==> src/rtl/find_first_one_seq.sv <==
// Multi-cycle lowest-set-bit scanner: examines STEP bits per cycle, LSB first, stopping on the first hit.
// Optional FFO_FAST_ZERO_EN: an all-zero operand skips SCAN and completes in the acceptance cycle.
module find_first_one_seq #(
   parameter int WIDTH = 32,
   parameter int STEP  = 4,
   parameter int IDX_W = 5
) (
   input  logic             clk,
   input  logic             rst,
   input  logic             start,
   input  logic [WIDTH-1:0] data_in,
   output logic             busy,
   output logic             done,
   output logic             zero,
   output logic [IDX_W-1:0] index
);

   localparam int NCH      = WIDTH / STEP;
   localparam int CW       = (NCH > 1) ? $clog2(NCH) : 1;
   localparam int LOG_STEP = $clog2(STEP);

   typedef enum logic [1:0] {IDLE, SCAN, DONE} state_t;

   state_t           state_q, state_d;
   logic [WIDTH-1:0] opnd_q, opnd_d;
   logic [CW-1:0]    chunk_q, chunk_d;
   logic [IDX_W-1:0] index_q, index_d;
   logic             zero_q, zero_d;

   logic [IDX_W-1:0] base;
   logic [STEP-1:0]  slice;
   logic [IDX_W-1:0] hit_j;
   logic             hit;
   logic             last_chunk;

   // Current slice and the lowest set bit inside it.
   always_comb begin
      base  = IDX_W'(chunk_q) << LOG_STEP;
      slice = STEP'(opnd_q >> base);
      hit   = |slice;
      hit_j = '0;
      for (int j = STEP - 1; j >= 0; j--) begin
         if (slice[j]) hit_j = IDX_W'(j);
      end
      last_chunk = (chunk_q == CW'(NCH - 1));
   end

   always_ff @(posedge clk or posedge rst) begin
      if (rst) begin
         state_q <= IDLE;
         opnd_q  <= '0;
         chunk_q <= '0;
         index_q <= '0;
         zero_q  <= 1'b0;
      end else begin
         state_q <= state_d;
         opnd_q  <= opnd_d;
         chunk_q <= chunk_d;
         index_q <= index_d;
         zero_q  <= zero_d;
      end
   end

   always_comb begin
      state_d = state_q;
      opnd_d  = opnd_q;
      chunk_d = chunk_q;
      index_d = index_q;
      zero_d  = zero_q;
      unique case (state_q)
         IDLE: begin
            if (start) begin
               opnd_d  = data_in;
               chunk_d = '0;
`ifdef FFO_FAST_ZERO_EN
               if (~|data_in) begin
                  state_d = DONE;
                  zero_d  = 1'b1;
                  index_d = '0;
               end else begin
                  state_d = SCAN;
               end
`else
               state_d = SCAN;
`endif
            end
         end
         SCAN: begin
            if (hit) begin
               index_d = base + hit_j;
               zero_d  = 1'b0;
               state_d = DONE;
            end else if (last_chunk) begin
               index_d = '0;
               zero_d  = 1'b1;
               state_d = DONE;
            end else begin
               chunk_d = chunk_q + CW'(1);
            end
         end
         DONE:    state_d = IDLE;
         default: state_d = IDLE;
      endcase
   end

   assign busy  = (state_q != IDLE);
   assign done  = (state_q == DONE);
   assign zero  = zero_q;
   assign index = index_q;

endmodule

==> config.mk <==
export PLATFORM = sky130hd
export DESIGN_NAME = find_first_one_seq
export DESIGN_NICKNAME = d
export VERILOG_FILES = /design/src/rtl/find_first_one_seq.sv
export SDC_FILE = /design/constraint.sdc
export NUM_CORES = 1
export LEC_CHECK = 0
export CAP_MARGIN = 20
export CORE_MARGIN = 2
export CORE_UTILIZATION = 50
export CTS_CLUSTER_DIAMETER = 200
export DETAILED_ROUTE_END_ITERATION = 12
export MAX_ROUTING_LAYER = met4
export PLACE_DENSITY = 0.84
export SLEW_MARGIN = 30
export SYNTH_ARGS = -nofsm -noshare
export SYNTH_HDL_FRONTEND = slang
export SYNTH_SLANG_ARGS = --single-unit
export TNS_END_PERCENT = 5
==> constraint.sdc <==
create_clock -name clk -period 6.84 [get_ports clk]
set_clock_uncertainty 0.15 [all_clocks]
set_input_delay 1.368 -clock clk [delete_from_list [all_inputs] [get_ports clk]]
set_output_delay 1.368 -clock clk [all_outputs]
set_load 0.005 [all_outputs]
==> impl_results.md <==
* Run status: complete, no violations
* Worst Path Arrival at 3190 ps
* Total wire length at 3.66 mm
* CTS Buffer Depth at 2
* Final nets at 220
* Post-CTS setup buffers at 0
* Die width at 67.0 um
* Worst Reg-to-Reg Cells at 5
* WHS Path Cells at 1
* Global-route wire length before repair at 6.18 mm
* First-pass DRT Iterations at 4
* Wire length per cell at around 16 um
* Hold Path Class: reg2reg
* Leakage Power at 1.05 nW
* Rel. slew slack at between 50 and 60%
* Core area at 0.00374 mm2
* Synth unique cells at 28
* Tmin final at between 3000 and 4000 ps
* Critical setup path kind: in2reg
* Power per cell area at 384 mW/mm2
* H-tree depth at 2
* Starting Density at approximately 53%
* Final setup fails at 0
* Multi-input logic area at 853 um2
* Net Count, Synth at 178
* Die area at ~0.0045 mm2
* Final Max Tran Viols at 0
* Actual slew at the worst max-slew pin at 723 ps
* Share of flip-flops with an asynchronous set or reset at 100%
* Share of cells above drive strength 1 at 28.3%
* Post-Syn Area at 0.00198 mm2
* Yosys top cell by area: dfrtp_1
* Clock latency on the worst-skew pair at ~290 ps
* Clock Power Share at around 18%
* Vias at 1259
* Vias in the first global route at around 1400
* Gr ovfl total at 0
* Flop pwr share at 45.0%
* Worst path required time at slightly below 7000 ps
* Row cnt at 22
* Pin count of the biggest net entering global routing at 44
* Die Y at 67.0 um
* Startpoint types: input port
* RD Place Congestion at 0.781
* Combinational power share at a little under two fifths
* Total track usage at 19.7%
* # hold bufs at CTS at 0
* P_sw at just under 0.3 mW
* CTS tree: yes
* Num CTS Buffers at 5
* Post-route ant nets at 0
* Vias per cell at 5.43
* DRC Markers at 0
* Synth Register Bits at 43
* Unrepaired setup endpoints after global routing: false
* CTS Sinks at 43
* Top-area cell type share of the netlist area at 54.3%
* Internal power at a little under 0.7 mW
* CP endpoint kind: flop
* I/O pins at 43
* FF/Latch Area at 0.00108 mm2
* DP HPWL at 2.76 mm
* Reg-to-Reg Start: chunk_q[2]$_DFFE_PP0P_
* Reg clk slew, reported paths at around 70 ps
* Tcrit/Tclk final at around 46%
* Final hold vios at 0
* Most frequent cell after synthesis: dfrtp_1
* Switching power share of the total at 29.8%
* Ranking of synthesized cells by area: dfrtp_1 (54%), mux2_2 (19%), mux2i_1 (4.5%), mux4_2 (3.4%), a32o_1 (2.0%)
* Drt initial violations at 52
* CP startpoint: start
* Most frequent cells after synthesis: dfrtp_1 (43), mux2_2 (34), mux2i_1 (9)
* Top_reg_cell synth: dfrtp_1
* Post-CTS Resized at 0
* Ant diodes at 0
* Post-synthesis sequential area ratio at roughly 54%
* Fill cells at between 200 and 300
* Setup TNS at 0 ps
* Clock Tree Root: clkbuf_8
* Crit path max fanout at 20
* Worst hold path startpoint: index[4]$_DFFE_PP0P_
* Area delta synth->final at 28.1%
* VDD IR max at 207 uV
* Initial antenna violation count at 0
* Max Clock Freq at 317 MHz
* Synth warnings at 0
* Layout Utilization at 67.8%
* Avg Synthesized Cell Area at about 14 um2
* Max Cap Violations at 0
* Post-synth EDFFs at 0
* Port Buf Inserts at between 40 and 50
* Mapped Cells at approximately 140
-- path summary, 6_finish.rpt --
path                       slack [ps]                     end
min in group asynchronous        1350   opnd_q[9]$_DFFE_PP0P_
max in group asynchronous        4830   opnd_q[6]$_DFFE_PP0P_
min reg2reg                       350    index[4]$_DFFE_PP0P_
max reg2reg                      3700  chunk_q[1]$_DFFE_PP0P_
min                               350    index[4]$_DFFE_PP0P_
max                              3680  opnd_q[31]$_DFFE_PP0P_
-- metrics by stage --
step | cell area [um2] | total power, mW | hold WS, ps | cells | setup slack [ps]
after global routing | 2540 | 1.04 | 372 | 232 | 3550
after detailed placement | 2440 | 0.814 | 338 | 224 | 3360
final | 2540 | 0.976 | 353 | 232 | 3680
after global placement | 2440 | 0.785 | 326 | 224 | 3410
after floorplan | 1980 | 0.698 | 322 | 141 | 4140
after CTS | 2540 | 0.986 | 355 | 232 | 3670
-- power groups by stage --
stage | Clock (mW) | Sequential, mW | Combinational (mW)
2_1_floorplan | 0 | 0.415 | 0.283
3_3_place_gp | 0 | 0.435 | 0.351
3_5_place_dp | 0 | 0.446 | 0.368
4_1_cts | 0.177 | 0.441 | 0.369
5_1_grt | 0.188 | 0.455 | 0.400
6_report | 0.173 | 0.439 | 0.364
-- routing by layer --
layer | vias up | track usage (%) | share of wire (%)
li1 | 595 | - | -
met1 | 627 | 20.4 | 40
met2 | 31 | 35.9 | 55
met3 | 6 | 5.57 | 3.9
met4 | 0 | 6.12 | 1.1
met5 | - | - | 0
-- worst max-delay path: stages --
cell             delay (ps)
clkdlybuf4s50_1         450
inv_1                    70
nor2_2                  530
buf_4                   390
mux2_2                  370
-- cells by family after synthesis --
| group | Yosys count | share of synthesized area (%) |
|---|---|---|
| DFF | 43 | 54.3 |
| and+or+nand+nor | 21 | 6.62 |
| adders and majority gates | 2 | 1.26 |
| muxes | 49 | 30.1 |
| AOI/OAI and AO/OA | 13 | 4.92 |
| buffers and inverters | 13 | 2.84 |
-- flip-flops by register name, summed over array words and instances, names as in the netlist --
| name | flops |
|---|---|
| chunk_q | 3 |
| index | 5 |
| opnd_q | 32 |
| state_q | 2 |
| zero | 1 |
-- cell usage in the layout (no fill, tap or decap), types with 2 or more instances in the layout --
master	n
dfrtp_1	43
mux2_4	2
ha_1	2
nand2_1	3
nand3b_1	2
mux4_2	3
nor2b_1	4
clkdlybuf4s50_1	42
mux2i_1	9
clkbuf_8	7
buf_4	2
o21ai_0	3
or3b_4	2
o22ai_1	2
inv_1	4
mux2_2	34
nand3_1	2
a32o_1	4
a21oi_1	2
-- cell type report --
type / count / share of cell area, %
multi-input combinational: 85 / 33.6
inverter: 4 / 0.591
sequential: 43 / 42.4
clock buffer: 8 / 3.94
tap: 48 / 2.36
timing repair buffer: 44 / 17.1
No activity file was read; power rests on OpenSTA's default activity.
